<file path="src/rtl/nec_ir_pkg.sv">
// Shared types and constants for the NEC IR receiver: FSM states, frame size, byte-lane helpers.
package nec_ir_pkg;

  typedef enum logic [2:0] {
    IDLE,
    LEAD_MARK,
    LEAD_SPACE,
    BIT_MARK,
    BIT_SPACE,
    RPT_MARK,
    CHECK
  } nec_state_t;

  localparam int NEC_BITS = 32;

  // Byte lanes of the 32-bit frame, in transmission order
  localparam int LANE_ADDR_LO = 0;
  localparam int LANE_ADDR_HI = 1;
  localparam int LANE_CMD     = 2;
  localparam int LANE_CMD_INV = 3;

  function automatic logic [7:0] frame_byte(input logic [31:0] frame, input int lane);
    return frame[lane*8 +: 8];
  endfunction

  function automatic logic byte_pair_ok(input logic [7:0] plain, input logic [7:0] inv);
    return inv == ~plain;
  endfunction

endpackage

</file>
<file path="src/rtl/nec_ir_receiver_if.sv">
// Decoded-frame output bundle of the NEC receiver; master drives, slave (LED/display logic) consumes.
interface nec_ir_receiver_if;
  logic [15:0] addr_o;
  logic [7:0]  cmd_o;
  logic        valid_o;
  logic        repeat_o;
  logic        err_o;
  logic        busy_o;

  modport master (output addr_o, cmd_o, valid_o, repeat_o, err_o, busy_o);
  modport slave  (input  addr_o, cmd_o, valid_o, repeat_o, err_o, busy_o);
endinterface

</file>
<file path="src/rtl/nec_ir_receiver_sync_edge.sv">
// Reusable IR input synchroniser (module ir_sync_edge) with single-cycle rise/fall strobes.
// Strobes appear SYNC_STAGES cycles after the input edge; stages reset to the idle line level.
module ir_sync_edge #(
  parameter int   SYNC_STAGES = 2,
  parameter logic IDLE_LEVEL  = 1'b1
) (
  input  logic clk,
  input  logic rst_n,
  input  logic din,
  output logic rise,
  output logic fall
);

  logic [SYNC_STAGES-1:0] sync_q;
  logic                   level_q;
  logic                   level;

  always_ff @(posedge clk or negedge rst_n) begin
    if (!rst_n) begin
      sync_q  <= {SYNC_STAGES{IDLE_LEVEL}};
      level_q <= IDLE_LEVEL;
    end else begin
      sync_q  <= {sync_q[SYNC_STAGES-2:0], din};
      level_q <= level;
    end
  end

  assign level = sync_q[SYNC_STAGES-1];
  assign rise  = level & ~level_q;
  assign fall  = ~level & level_q;

endmodule

</file>
<file path="src/rtl/nec_ir_receiver.sv">
// NEC IR frame receiver: valid_o/err_o 2 cycles after the synchronised stop-mark rise, no backpressure.
// Repeat-frame detection (repeat_o, have_last) is built only when NEC_REPEAT_EN is defined.
module nec_ir_receiver
  import nec_ir_pkg::*;
#(
  parameter int SYNC_STAGES    = 2,
  parameter int LEAD_MARK_MIN  = 400000,
  parameter int DATA_SPACE_MIN = 175000,
  parameter int RPT_SPACE_MIN  = 87500,
  parameter int MARK_MAX       = 50000,
  parameter int ONE_THRESH     = 56000,
  parameter int TIMEOUT        = 550000,
  parameter int ADDR_STRICT    = 1
) (
  input  logic              CLOCK_50,
  input  logic              RESET_N,
  input  logic              IRDA_RXD,
  nec_ir_receiver_if.master ir
);

  localparam int CW = $clog2(TIMEOUT + 1);
  localparam logic [CW-1:0] TIMEOUT_C  = CW'(TIMEOUT);
  localparam logic [CW-1:0] LEAD_MIN_C = CW'(LEAD_MARK_MIN);
  localparam logic [CW-1:0] DATA_MIN_C = CW'(DATA_SPACE_MIN);
  localparam logic [CW-1:0] RPT_MIN_C  = CW'(RPT_SPACE_MIN);
  localparam logic [CW-1:0] MARK_MAX_C = CW'(MARK_MAX);
  localparam logic [CW-1:0] ONE_C      = CW'(ONE_THRESH);
  localparam logic [5:0]    LAST_BIT   = 6'(NEC_BITS);

  nec_state_t state_q, state_d;

  logic          rx_rise, rx_fall;
  logic [CW-1:0] cnt_q;
  logic [5:0]    bitcnt_q;
  logic [31:0]   shreg_q;
  logic          timeout;
  logic          frame_ok;
  logic [7:0]    byte0, byte1, byte2, byte3;

  logic          ev_valid, ev_err, clr_frame, shift_en;
  logic [15:0]   addr_q;
  logic [7:0]    cmd_q;
  logic          valid_q, err_q, busy_q;

`ifdef NEC_REPEAT_EN
  logic          ev_rpt;
  logic          rpt_q;
  logic          have_last_q;
`endif

  ir_sync_edge #(
    .SYNC_STAGES(SYNC_STAGES),
    .IDLE_LEVEL (1'b1)
  ) u_sync (
    .clk  (CLOCK_50),
    .rst_n(RESET_N),
    .din  (IRDA_RXD),
    .rise (rx_rise),
    .fall (rx_fall)
  );

  assign byte0    = frame_byte(shreg_q, LANE_ADDR_LO);
  assign byte1    = frame_byte(shreg_q, LANE_ADDR_HI);
  assign byte2    = frame_byte(shreg_q, LANE_CMD);
  assign byte3    = frame_byte(shreg_q, LANE_CMD_INV);
  assign frame_ok = byte_pair_ok(byte2, byte3) &&
                    ((ADDR_STRICT == 0) || byte_pair_ok(byte0, byte1));
  assign timeout  = (state_q != IDLE) && (cnt_q == TIMEOUT_C);

  always_ff @(posedge CLOCK_50 or negedge RESET_N) begin
    if (!RESET_N) state_q <= IDLE;
    else          state_q <= state_d;
  end

  always_comb begin
    state_d = state_q;
    if (timeout) begin
      state_d = IDLE;
    end else begin
      case (state_q)
        IDLE:       if (rx_fall) state_d = LEAD_MARK;
        LEAD_MARK:  if (rx_rise) state_d = (cnt_q >= LEAD_MIN_C) ? LEAD_SPACE : IDLE;
        LEAD_SPACE: if (rx_fall) begin
          if (cnt_q >= DATA_MIN_C) state_d = BIT_MARK;
`ifdef NEC_REPEAT_EN
          else if (cnt_q >= RPT_MIN_C) state_d = RPT_MARK;
`endif
          else state_d = IDLE;
        end
        BIT_MARK:   if (rx_rise) begin
          if (cnt_q > MARK_MAX_C)         state_d = IDLE;
          else if (bitcnt_q == LAST_BIT)  state_d = CHECK;
          else                            state_d = BIT_SPACE;
        end
        BIT_SPACE:  if (rx_fall) state_d = BIT_MARK;
        RPT_MARK:   if (rx_rise) state_d = IDLE;
        CHECK:      state_d = IDLE;
        default:    state_d = IDLE;
      endcase
    end
  end

  always_comb begin
    ev_valid  = 1'b0;
    ev_err    = 1'b0;
    clr_frame = 1'b0;
    shift_en  = 1'b0;
`ifdef NEC_REPEAT_EN
    ev_rpt    = 1'b0;
`endif
    if (timeout) begin
      ev_err = 1'b1;
    end else begin
      case (state_q)
        LEAD_MARK:  ev_err = rx_rise && (cnt_q < LEAD_MIN_C);
        // A repeat-length space is never an error; without repeat support it is just dropped
        LEAD_SPACE: if (rx_fall) begin
          if (cnt_q >= DATA_MIN_C)    clr_frame = 1'b1;
          else if (cnt_q < RPT_MIN_C) ev_err    = 1'b1;
        end
        BIT_MARK:   ev_err   = rx_rise && (cnt_q > MARK_MAX_C);
        BIT_SPACE:  shift_en = rx_fall;
        RPT_MARK:   if (rx_rise) begin
          if (cnt_q > MARK_MAX_C) ev_err = 1'b1;
`ifdef NEC_REPEAT_EN
          else                    ev_rpt = have_last_q;
`endif
        end
        CHECK: begin
          ev_valid = frame_ok;
          ev_err   = !frame_ok;
        end
        default: ;
      endcase
    end
  end

  always_ff @(posedge CLOCK_50 or negedge RESET_N) begin
    if (!RESET_N) begin
      cnt_q    <= '0;
      bitcnt_q <= '0;
      shreg_q  <= '0;
      addr_q   <= '0;
      cmd_q    <= '0;
      valid_q  <= 1'b0;
      err_q    <= 1'b0;
      busy_q   <= 1'b0;
    end else begin
      if (rx_rise || rx_fall)     cnt_q <= '0;
      else if (cnt_q != TIMEOUT_C) cnt_q <= cnt_q + 1'b1;

      if (clr_frame) begin
        bitcnt_q <= '0;
        shreg_q  <= '0;
      end else if (shift_en) begin
        shreg_q[bitcnt_q[4:0]] <= (cnt_q >= ONE_C);
        bitcnt_q               <= bitcnt_q + 1'b1;
      end

      if (ev_valid) begin
        addr_q <= (ADDR_STRICT != 0) ? {8'h00, byte0} : {byte1, byte0};
        cmd_q  <= byte2;
      end

      valid_q <= ev_valid;
      err_q   <= ev_err;
      // Registered from the current state so busy_o falls the cycle after an abort strobe
      busy_q  <= (state_q != IDLE);
    end
  end

`ifdef NEC_REPEAT_EN
  always_ff @(posedge CLOCK_50 or negedge RESET_N) begin
    if (!RESET_N) begin
      rpt_q       <= 1'b0;
      have_last_q <= 1'b0;
    end else begin
      rpt_q <= ev_rpt;
      if (ev_valid)    have_last_q <= 1'b1;
      else if (ev_err) have_last_q <= 1'b0;
    end
  end

  assign ir.repeat_o = rpt_q;
`else
  assign ir.repeat_o = 1'b0;
`endif

  assign ir.addr_o  = addr_q;
  assign ir.cmd_o   = cmd_q;
  assign ir.valid_o = valid_q;
  assign ir.err_o   = err_q;
  assign ir.busy_o  = busy_q;

endmodule

</file>
<file path="src/flat_wrapper.sv">
// flat-port wrapper written by rule: the top's interface ports become plain ports
module nec_ir_receiver_flat import nec_ir_pkg::*;
#(
  parameter int SYNC_STAGES    = 2,
  parameter int LEAD_MARK_MIN  = 400000,
  parameter int DATA_SPACE_MIN = 175000,
  parameter int RPT_SPACE_MIN  = 87500,
  parameter int MARK_MAX       = 50000,
  parameter int ONE_THRESH     = 56000,
  parameter int TIMEOUT        = 550000,
  parameter int ADDR_STRICT    = 1
)
  (CLOCK_50, RESET_N, IRDA_RXD, ir_addr_o, ir_cmd_o, ir_valid_o, ir_repeat_o, ir_err_o, ir_busy_o);
  nec_ir_receiver_if ir_i ();
  input  logic CLOCK_50;
  input  logic RESET_N;
  input  logic IRDA_RXD;
  output wire logic [$bits(ir_i.addr_o)-1:0] ir_addr_o;
  output wire logic [$bits(ir_i.cmd_o)-1:0] ir_cmd_o;
  output wire logic [$bits(ir_i.valid_o)-1:0] ir_valid_o;
  output wire logic [$bits(ir_i.repeat_o)-1:0] ir_repeat_o;
  output wire logic [$bits(ir_i.err_o)-1:0] ir_err_o;
  output wire logic [$bits(ir_i.busy_o)-1:0] ir_busy_o;
  assign ir_addr_o = ir_i.addr_o;
  assign ir_cmd_o = ir_i.cmd_o;
  assign ir_valid_o = ir_i.valid_o;
  assign ir_repeat_o = ir_i.repeat_o;
  assign ir_err_o = ir_i.err_o;
  assign ir_busy_o = ir_i.busy_o;
  nec_ir_receiver #(.SYNC_STAGES(SYNC_STAGES), .LEAD_MARK_MIN(LEAD_MARK_MIN), .DATA_SPACE_MIN(DATA_SPACE_MIN), .RPT_SPACE_MIN(RPT_SPACE_MIN), .MARK_MAX(MARK_MAX), .ONE_THRESH(ONE_THRESH), .TIMEOUT(TIMEOUT), .ADDR_STRICT(ADDR_STRICT)) u_core (.CLOCK_50(CLOCK_50), .RESET_N(RESET_N), .IRDA_RXD(IRDA_RXD), .ir(ir_i));
endmodule
</file>
<file path="config.mk">
export PLATFORM = sky130hd
export DESIGN_NAME = nec_ir_receiver_flat
export DESIGN_NICKNAME = d
export VERILOG_FILES = /design/src/rtl/nec_ir_pkg.sv /design/src/rtl/nec_ir_receiver_if.sv /design/src/rtl/nec_ir_receiver_sync_edge.sv /design/src/rtl/nec_ir_receiver.sv /design/src/flat_wrapper.sv
export SDC_FILE = /design/constraint.sdc
export NUM_CORES = 1
export LEC_CHECK = 0
export ABC_AREA = 1
export BUFFER_PORTS_ARGS = -buffer_cell sky130_fd_sc_hd__buf_2
export CAP_MARGIN = 30
export CORE_ASPECT_RATIO = 0.7
export CORE_MARGIN = 3
export CORE_UTILIZATION = 39
export CTS_CLUSTER_DIAMETER = 50
export DETAILED_ROUTE_END_ITERATION = 16
export HOLD_SLACK_MARGIN = 0.1
export PLACE_DENSITY_LB_ADDON = 0.05
export REMOVE_ABC_BUFFERS = 1
export SETUP_SLACK_MARGIN = 0.2
export SYNTH_ARGS = -nofsm -noshare
export SYNTH_HDL_FRONTEND = slang
export SYNTH_HIERARCHICAL = 1
export SYNTH_SLANG_ARGS = --single-unit
</file>
<file path="constraint.sdc">
create_clock -name CLOCK_50 -period 1.8 [get_ports CLOCK_50]
set_input_delay 0.18 -clock CLOCK_50 [delete_from_list [all_inputs] [get_ports CLOCK_50]]
set_output_delay 0.18 -clock CLOCK_50 [all_outputs]
set_load 0.005 [all_outputs]
</file>
==> flow_summary.json <==
{
  "worst_clock_skew_ps": 11.5,
  "die_w_microns": 141,
  "drv_slew": 0,
  "ys_async_sr_fraction_pct": 100,
  "hpwl_mm": 9.92,
  "crit_chain": "inv_2 > nand2_2 > nor2_2 > nand2_1 > nand2_1 > nand2_1 > nand3_2 > nand4_4 > buf_6 > clkbuf_16 > o211ai_1 > nand2_1",
  "clkLatencyLatePin_ps": 340,
  "row_count": 33,
  "critical_path_arrival_ps": 2100,
  "boundaryPins": 31,
  "yosys.area_share.adder_pct": 1.51,
  "fin_crit_sh_pct": 104,
  "max_freq_ghz": 0.532,
  "synth_cell_types": 37,
  "ys_seq_area_share_pct": 41.7,
  "ys.flop_type": "dfrtp_1",
  "port_buffers": 21,
  "clockBufferDepth": 2,
  "final_common_cell": "nand2_1",
  "fin_ws_ps": -78.0,
  "synth_warnings": 6,
  "wl_mm": 15.6,
  "synth_edf_count": 0,
  "syn_avg_cell_area_sq_um": 7.26,
  "initialDrtViolationCount": 372,
  "synth_top_family_by_area": "simple AND/OR/NAND/NOR gates",
  "p_per_area_nw_per_um2": 623,
  "wl_per_cell_microns": 16.4,
  "worst_hold_slack_ps": 311,
  "synthMuxAreaShare_pct": 0,
  "synth_top_cell_area_share_pct": 40.2,
  "rsz0062_at_grt": "yes",
  "synth-compound-area-share_pct": 10.4,
  "max_stage_delay_ps": 410,
  "design_area_sq_um": 6920,
  "die_h_microns": 101,
  "power_mw": 4.31,
  "drive_above_1_share_pct": 32.5,
  "diodes": 0,
  "layout_common_cells": "nand2_1, inv_1, nor2_1",
  "syn_to_final_growth_pct": 38.7,
  "ir_drop_v": 0.000485,
  "h-tree-depth": 3,
  "final_nets": 799,
  "crit_type": "reg -> reg",
  "violations": "negative setup slack",
  "grt_usage_pct": 20.7,
  "grt_max_degree": 33,
  "start_util_pct": 41.2,
  "ys_top_cells_by_area": "dfrtp_1, nand2_1, nor2_1, inv_1, nand4_1",
  "cts.sinks": 83,
  "dr.pass1.iters": 5,
  "globalplace.congestion": 0.865,
  "critical-path-top-delay-family": "simple AND/OR/NAND/NOR gates",
  "syn_inst": 687,
  "synth_largest_area_cell": "dfrtp_1",
  "critPathMostFrequentCell": "nand2_1",
  "dieArea_sq_um": 14200,
  "cts_tree": "built",
  "vias_per_cell": 5.29,
  "antenna_found_initial": 0,
  "path_buf_inv": 3,
  "max-cap-violations": 0,
  "status": "complete, but fails checks",
  "grt.overflow.total": 0,
  "synth_simple_gate_area_share_pct": 32.4,
  "worst_path_max_delay_cell": "dfrtp_1",
  "place_area_sq_um": 5570,
  "place_inst": 889,
  "synth_xor_xnor_area_share_pct": 2.28,
  "critPathLaunchType": "register",
  "final-instance-count-excl-fill": 952,
  "cp-end-kind": "register",
  "grt_pass1_vias": 4552,
  "ant_nets": 0,
  "worstPathRequired_ps": 2020,
  "path_clk_slew_ps": 60,
  "synth_area_sq_um": 4990,
  "drc": 0,
  "hold_path_class": "in -> async",
  "numCtsBuffers": 9,
  "fp.coreArea_sq_um": 12100,
  "path_max_fanout": 10,
  "hold_violations": 0,
  "finalCriticalPeriod_ps": 1880,
  "p_leak_nw": 3.47,
  "vias": 5038,
  "grt_pass1_wl_mm": 23.4,
  "ys_seq_elements": 83,
  "final_util_pct": 57.2,
  "setup_viol": 51,
  "root_buffer": "clkbuf_16"
}
## worst register-to-register path, delay by kind of cell (launching register included)
family,cells,cell delay [ps]
AND/OR/NAND/NOR,8,780
AO/OA/AOI/OAI,1,80
flip-flops,1,410
buffers and inverters,3,500
## final cells by class
cell class | count | area, sq um
Fill cell | 1126 | 5180
Timing Repair Buffer | 119 | 1170
Sequential cell | 83 | 2090
Clock inverter | 4 | 50.0
Clock buffer | 12 | 246
Inverter | 98 | 383
Multi-Input combinational cell | 479 | 2780
Tap cell | 157 | 196
## cells in the mapped netlist (2+ instances only)
cell and n:
nor4_1 2, nand3_1 19, clkbuf_1 8, o21ai_0 18, or2_2 3, buf_4 11
buf_6 3, o21ai_1 5, a31oi_1 2, o211ai_1 34, nand3b_1 2, nor2_1 100
a21oi_1 23, dfrtp_1 80, nand4_1 41, dfstp_2 3, xnor2_1 2, nor2_4 2
nand2_1 177, nor3_2 2, buf_2 11, inv_1 86, inv_2 12, ha_1 6
a211oi_1 2, nor3_1 11, xor2_1 11, buf_1 2
## timing repair
item,CTS,global route
hold endpoints to repair,24,0
pin swaps,36,44
gates cloned,2,5
setup buffers,22,16
hold buffers,2,0
setup endpoints to repair,67,72
resized for setup,93,75
## path summary, 6_finish.rpt
| check | slack [ps] | start | end | cells after the start |
|---|---|---|---|---|
| max | -80 | u_core/cnt_q[10] | u_core/shreg_q[17] | 12 |
| min | 310 | RESET_N | u_core/cnt_q[7] | 2 |
| max reg2reg | -80 | u_core/cnt_q[10] | u_core/shreg_q[17] | 12 |
| min reg2reg | 360 | u_core/u_sync/sync_q[0] | u_core/u_sync/sync_q[1] | 0 |
| max in group asynchronous | 880 | RESET_N | u_core/cnt_q[18] | 3 |
| min in group CLOCK_50 | 360 | u_core/u_sync/sync_q[0] | u_core/u_sync/sync_q[1] | 0 |
## power breakdown
group	internal, mW	switching [mW]
Clock	1.11	0.753
Combinational	0.203	0.300
Sequential	1.91	0.0295
## routing by layer
metal,vias up,track usage (%),routed length [microns]
met5,-,0,0
met4,0,4.24,174
met3,15,4.98,1170
met2,158,28.8,6480
met1,2447,32.2,7740
li1,2418,-,-
## through the flow
| stage | worst slack [ps] | setup TNS [ps] |
|---|---|---|
| 2_1_floorplan | -237 | -7060 |
| 3_3_place_gp | -55.4 | -639 |
| 3_5_place_dp | -87.9 | -979 |
| 4_1_cts | -1.56 | -3.76 |
| 5_1_grt | -147 | -6250 |
| 6_report | -78.0 | -2010 |
## sequential cells by signal, indices dropped and copies added, names as in the netlist, 2 cells and up
signal / cells
u_core/bitcnt_q: 6
u_core/cnt_q: 20
u_core/ir.addr_o: 8
u_core/ir.cmd_o: 8
u_core/shreg_q: 32
u_core/state_q: 3
u_core/u_sync/sync_q: 2
## cell families after synthesis
group	Yosys count
and+or+nand+nor	366
buffers and inverters	133
AOI/OAI and AO/OA	85
DFF	83
xor gates and xnor gates	13
adders and majority gates	6
other	1
No activity file was read; power rests on OpenSTA's default activity.
